`config.mk`:
```
export PLATFORM = sky130hd
export DESIGN_NAME = subtractor_n
export DESIGN_NICKNAME = d
export VERILOG_FILES = /design/src/rtl/full_subtractor.sv /design/src/rtl/subtractor_n.sv
export SDC_FILE = /design/constraint.sdc
export NUM_CORES = 1
export LEC_CHECK = 0
export BUFFER_PORTS_ARGS = -buffer_cell sky130_fd_sc_hd__buf_2
export CAP_MARGIN = 5
export CORE_MARGIN = 2
export CORE_UTILIZATION = 46
export CTS_CLUSTER_DIAMETER = 80
export DETAILED_ROUTE_END_ITERATION = 6
export GPL_TIMING_DRIVEN = 0
export PLACE_DENSITY = 0.84
export SYNTH_ARGS = -nofsm -noshare
export SYNTH_HDL_FRONTEND = slang
export SYNTH_SLANG_ARGS = --single-unit
export TNS_END_PERCENT = 10
```
`constraint.sdc`:
```
create_clock -name clk_i -period 0.8 [get_ports clk_i]
set_input_delay 0.04 -clock clk_i [delete_from_list [all_inputs] [get_ports clk_i]]
set_output_delay 0.04 -clock clk_i [all_outputs]
set_load 0.01 [all_outputs]
```
`src/rtl/full_subtractor.sv`:
```
// Single-bit full subtractor cell: computes a - b - bin for one bit position
// and produces the borrow passed to the next more-significant cell.
module full_subtractor (
   input  logic a_i,
   input  logic b_i,
   input  logic bin_i,
   output logic diff_o,
   output logic bout_o
);

   logic a_xor_b;

   assign a_xor_b = a_i ^ b_i;
   assign diff_o  = a_xor_b ^ bin_i;
   // A borrow is needed when a=0,b=1, or when a==b and a borrow arrives from below
   assign bout_o  = (~a_i & b_i) | (~a_xor_b & bin_i);

endmodule

```
`src/rtl/subtractor_n.sv`:
```
// Unsigned nb_bit-wide subtractor built as a ripple chain of full_subtractor
// cells. Computes (a_i - b_i) mod 2^nb_bit; borrow_o flags a_i < b_i.
// Both results are registered once, giving one cycle of latency at full throughput.
module subtractor_n #(
   parameter int unsigned nb_bit = 24
) (
   input  logic              clk_i,
   input  logic              rst_ni,
   input  logic [nb_bit-1:0] a_i,
   input  logic [nb_bit-1:0] b_i,
   output logic              borrow_o,
   output logic [nb_bit-1:0] diff_o
);

   // borrow_w[k] is the borrow into cell k; borrow_w[nb_bit] leaves the MSB cell
   logic [nb_bit:0]   borrow_w;
   logic [nb_bit-1:0] diff_d;
   logic [nb_bit-1:0] diff_q;
   logic              borrow_d;
   logic              borrow_q;

   // No external borrow-in: the chain always starts from zero
   assign borrow_w[0] = 1'b0;

   for (genvar k = 0; k < int'(nb_bit); k++) begin : g_cell
      full_subtractor u_cell (
         .a_i    (a_i[k]),
         .b_i    (b_i[k]),
         .bin_i  (borrow_w[k]),
         .diff_o (diff_d[k]),
         .bout_o (borrow_w[k+1])
      );
   end

   assign borrow_d = borrow_w[nb_bit];

   // Output register: clears asynchronously, captures a fresh result every edge
   always_ff @(posedge clk_i or negedge rst_ni) begin
      if (!rst_ni) begin
         diff_q   <= '0;
         borrow_q <= 1'b0;
      end else begin
         diff_q   <= diff_d;
         borrow_q <= borrow_d;
      end
   end

   assign diff_o   = diff_q;
   assign borrow_o = borrow_q;

endmodule

```
==> results of run 1 <==
-- metal layers --
metal,track usage (%),wire length (um)
met1,16.2,774
met5,0,0
met2,29.6,1190
met4,3.99,11
met3,3.92,274
-- path summary, 6_finish.rpt --
check	slack, ns	end	cells past startpoint	startpoint
max in group asynchronous	0.19	diff_o[14]	2	rst_ni
min in group asynchronous	0.24	diff_o[11]	2	rst_ni
hold / removal	0.06	diff_o[1]	2	a_i[1]
setup / recovery	-7.37	diff_o[23]	29	a_i[0]
-- cells by family after synthesis --
family     Yosys count  synth area share (%)
fa+ha+maj           24                  36.8
buf+inv             50                  14.6
flops               25                  48.6
-- final cells by class --
class / instances / share of cell area (%)
flip-flops and latches: 25 / 33.8
multi-input cells: 24 / 29.3
repair buffers: 76 / 22.6
inverters: 50 / 10.8
well taps: 31 / 2.09
clock buffers: 4 / 1.42
-- cell usage in the layout, fill, tap and decap left out --
master / n
buf_12: 1
buf_2: 71
buf_6: 2
clkbuf_1: 1
clkbuf_4: 3
dfrtp_1: 25
dlygate4sd3_1: 2
fa_2: 23
ha_4: 1
inv_1: 25
inv_12: 1
inv_2: 24
-- flip-flops by register name, summed over array words and instances, names as in the netlist --
name / flops
diff_o: 24
borrow_o: 1
-- what timing repair did --
item	4_1_cts	5_1_grt
setup buffers	0	0
resized for setup	10	17
pin swaps	0	0
hold endpoints to repair	26	0
hold buffers	2	0
endpoints found under the setup margin	48	48
-- power groups by stage --
stage                     clock network (mW)  registers (mW)  logic [mW]
final                                  0.522            1.55        1.09
after CTS                              0.567            1.55        1.05
after global routing                   0.610            1.58        1.23
after global placement                     0            1.57       0.943
after floorplan                            0            1.73       0.342
after detailed placement                   0            1.58        1.01
==> flow_summary.yaml, run 1 <==
outcome:
  run_status: "finished, violations left"
  violations: "setup timing"
global_routing:
  grt.total_usage_pct: 15.3
  overflow: 0
  grt_antenna_before_repair: 0
  grt_max_degree: 26
  grt_pass1_wl_um: 3770
  grt_pass1_vias: 990
synth:
  dominantRegCellSynth: "dfrtp_1"
  synth-edff-count: 0
  async_flop_share_pct: 100
  syn_area_per_cell_um2: 13.0
  synth.net_count: 173
  synthCells: 99
  ys.warnings.count: 0
  synth.area.top_cells: "dfrtp_1, fa_1, inv_1"
  ys_types: 4
  synth_top_cell_by_area: "dfrtp_1"
  ys_top_cells_by_count: "inv_1, dfrtp_1, fa_1"
  yosysSeqAreaShare_pct: 48.6
  yosys.area.top_type_share_pct: 48.6
  ys_seq_elements: 25
  netlist_area_um2: 1290
  synth_most_common_cell: "inv_1"
clock_tree:
  clk_pin_slew_ns: 0.12
  htreeDepth: 1
  ctsLongestPathBuffers: 2
  root_buffer: "clkbuf_4"
  numCtsBuffers: 3
  clock-sinks: 25
  cts_tree: "done"
power_and_ir_drop:
  power.switching_uw: 946
  combPwrFrac_pct: 34.4
  p_total_mw: 3.17
  swShare_pct: 29.9
  seqPwrFrac_pct: 49.1
  p_per_area_nw_per_um2: 1710
  p_leak_nw: 1.01
  clockPowerShare_pct: 16.5
  ir_worst_vdd_v: 0.00134
  p_int_mw: 2.22
place:
  numPlacedInstances: 204
  gp_congestion: 0.671
  post-dp-hpwl_um: 2020
  place_area_um2: 1780
  dp_slack_ns: -7.81
  io_buffers: 74
timing:
  hold-worst-slack_ns: 0.0643
  finalHoldViolations: 0
  finalSetupViolCount: 48
  drv_slew: 0
  setup_slack_ns: -7.37
  rsz0062_at_grt: "true"
  setup_tns_ns: -91.45
  slew_headroom_pct: 63.7
  final.min_clock_period_ns: 8.17
  fin_crit_sh_pct: 1020
  worst_pin_slew_ns: 0.544
  max_freq_mhz: 122
critical_path:
  arrival_ns: 8.36
  cpMostUsedCell: "fa_2"
  max_stage_delay_ns: 0.42
  path_class: "input port to flip-flop"
  crit_path_start_kind: "input port"
  path_max_fanout: 1
  cp.buffers_inverters: 5
  cp-end-kind: "flip-flop"
  crit_family: "adder cells"
  required_ns: 0.98
  slowest_stage: "fa_2"
drt:
  num_vias: 902
  drt-wirelength-per-cell_um: 10.7
  dr.pass1.iters: 2
  route.detailed.drc: 0
  postRouteAntennaNets: 0
  routed_wl_um: 2260
  viasPerCell: 4.30
  drt_iter0_markers: 6
finish:
  fin_nets: 254
  area_delta_synth_final_pct: 44.0
  drive_gt1_share_pct: 70.4
  stdcell_area_um2: 1850
  final_core_util_pct: 68.3
  diodes: 0
  final_cells: 210
  multi_input_comb_area_um2: 543
  final-seq-area_um2: 626
  fill_cells: 220
floorplan:
  core-area_um2: 2710
  rows: 19
  ios: 75
  die_h_um: 56.9
  die_area_um2: 3240
  start_util_pct: 47.5
  die_w_um: 56.9
job:
  drv_cap: 0
min_path:
  hold_class: "input port to flip-flop"
(Power assumes the default switching activity.)
==> run 2, diff against run 1 <==
--- a/config.mk
+++ b/config.mk
@@ -7,12 +7,15 @@
 export LEC_CHECK = 0
 export BUFFER_PORTS_ARGS = -buffer_cell sky130_fd_sc_hd__buf_2
 export CAP_MARGIN = 5
+export CELL_PAD_IN_SITES_DETAIL_PLACEMENT = 1
+export CELL_PAD_IN_SITES_GLOBAL_PLACEMENT = 2
 export CORE_MARGIN = 2
-export CORE_UTILIZATION = 46
+export CORE_UTILIZATION = 27
 export CTS_CLUSTER_DIAMETER = 80
 export DETAILED_ROUTE_END_ITERATION = 6
 export GPL_TIMING_DRIVEN = 0
-export PLACE_DENSITY = 0.84
+export MAX_ROUTING_LAYER = met4
+export PLACE_DENSITY_LB_ADDON = 0.1
 export SYNTH_ARGS = -nofsm -noshare
 export SYNTH_HDL_FRONTEND = slang
 export SYNTH_SLANG_ARGS = --single-unit
==> flow_summary.yaml, run 2 (synthesis results as in run 1) <==
finish:
  area_delta_synth_final_pct: 47.5
  final_core_util_pct: 40.7
  stdcell_area_um2: 1900
  fin_nets: 253
  drive_gt1_share_pct: 66.3
  layout_commonest_cell: "buf_2"
  mostFrequentLayoutCells: "buf_2, inv_1, dfrtp_1"
  final_cells: 232
  largest_reg_flops: 24
  diodes: 0
min_path:
  worstHoldStart: "b_i[0]"
  hold_class: "input port to flip-flop"
  min_to: "diff_o[0]"
  min_path_cells: 3
drt:
  route.detailed.drc: 0
  dr.pass1.iters: 2
  num_vias: 869
  drt-wirelength-per-cell_um: 10.6
  postRouteAntennaNets: 0
  routed_wl_um: 2450
  drt_iter0_markers: 4
  viasPerCell: 3.75
critical_path:
  path_max_fanout: 1
  cp-end-kind: "flip-flop"
  required_ns: 0.94
  max_stage_delay_ns: 0.41
  cp.buffers_inverters: 5
  crit_path_start_kind: "input port"
  arrival_ns: 8.34
  path_class: "input port to flip-flop"
  slowest_stage: "fa_2"
  cpMostUsedCell: "fa_2"
  crit_family: "adder cells"
floorplan:
  die_h_um: 73.0
  die_area_um2: 5330
  rows: 25
  die_w_um: 73.0
  start_util_pct: 27.6
  core-area_um2: 4660
  ios: 75
timing:
  setup_slack_ns: -7.40
  finalSetupViolCount: 31
  rsz0062_at_grt: "true"
  finalHoldViolations: 0
  worst_pin_slew_ns: 0.543
  fin_crit_sh_pct: 1020
  hold-worst-slack_ns: 0.0213
  slew_headroom_pct: 63.8
  setup_tns_ns: -91.12
  drv_slew: 0
  final.min_clock_period_ns: 8.20
  max_freq_mhz: 122
global_routing:
  met1_usage_pct: 10.3
  grt_pass1_vias: 917
  grt_antenna_before_repair: 0
  grt_max_degree: 26
  grt_pass1_wl_um: 3850
  grt.total_usage_pct: 9.89
  gr-usage-met2_pct: 17.6
  overflow: 0
  top_usage_layer: "met2"
  use_met3_pct: 1.93
place:
  dp_slack_ns: -7.81
  numPlacedInstances: 227
  io_buffers: 74
  gp_congestion: 0.650
  place_area_um2: 1810
  post-dp-hpwl_um: 2210
power_and_ir_drop:
  power.switching_uw: 973
  p_total_mw: 3.35
  ir_worst_vdd_v: 0.000553
  p_leak_nw: 1.03
  seqPwrFrac_pct: 46.6
  clockPowerShare_pct: 21.6
  combPwrFrac_pct: 31.8
  p_per_area_nw_per_um2: 1760
  p_int_mw: 2.37
  swShare_pct: 29.1
clock_tree:
  htreeDepth: 1
  root_buffer: "clkbuf_8"
  post_cts_buffers: 0
  numCtsBuffers: 3
  clock-sinks: 25
  ctsLongestPathBuffers: 2
  cts_tree: "done"
  clk_pin_slew_ns: 0.08
outcome:
  violations: "setup timing"
  run_status: "finished, violations left"
job:
  drv_cap: 0
## run 2: changes by cell type in the layout (fill, tap and decap cells not counted)
cell / previous run / this run
clkbuf_8: 0 / 3
inv_2: 24 / 16
clkbuf_4: 3 / 0
buf_2: 71 / 69
inv_1: 25 / 33
dlygate4sd3_1: 2 / 1
buf_8: 0 / 1
buf_6: 2 / 4
buf_12: 1 / 0
## run 2: tightest hold or removal path, cell delays in order
cell and delay, ns:
buf_6 0.07, ha_4 0.11, inv_1 0.03
## run 2: worst max path at each step
| stage | start | endpoint | slack, ns | depth (start not counted) |
|---|---|---|---|---|
| finish | a_i[0] | diff_o[23] | -7.40 | 29 |
| global route | a_i[0] | diff_o[23] | -7.56 | 29 |
| CTS | a_i[0] | diff_o[23] | -7.42 | 29 |
| detailed placement | a_i[0] | diff_o[23] | -7.81 | 29 |
| global placement | a_i[0] | diff_o[23] | -7.75 | 29 |
| floorplan | a_i[0] | diff_o[23] | -7.38 | 28 |
## run 2: power by group through the flow
| stage | Sequential, mW | Combinational, mW | Clock, mW |
|---|---|---|---|
| 6_report | 1.56 | 1.06 | 0.724 |
| 5_1_grt | 1.59 | 1.21 | 0.816 |
| 4_1_cts | 1.56 | 1.04 | 0.766 |
| 3_5_place_dp | 1.58 | 1.01 | 0 |
| 3_3_place_gp | 1.57 | 0.963 | 0 |
| 2_1_floorplan | 1.73 | 0.342 | 0 |
## run 2: routing by layer
| layer | up-vias | routed length, um |
|---|---|---|
| met2 | 37 | 1400 |
| met5 | - | 0 |
| li1 | 405 | - |
| met1 | 425 | 849 |
| met4 | 0 | 34 |
| met3 | 2 | 164 |
## run 2: repair_timing
item | in CTS | in global routing
hold buffers | 1 | 0
endpoints found under the setup margin | 48 | 48
gates resized for setup | 6 | 14
hold endpoints to repair | 25 | 0
pin swaps | 1 | 0
## run 2: cell type report
class / instances / area, um2
well taps: 54 / 67.6
fillers: 537 / 2760
multi-input cells: 24 / 543
repair buffers: 75 / 415
clock buffers: 4 / 45.0
inverters: 50 / 200
flip-flops and latches: 25 / 626
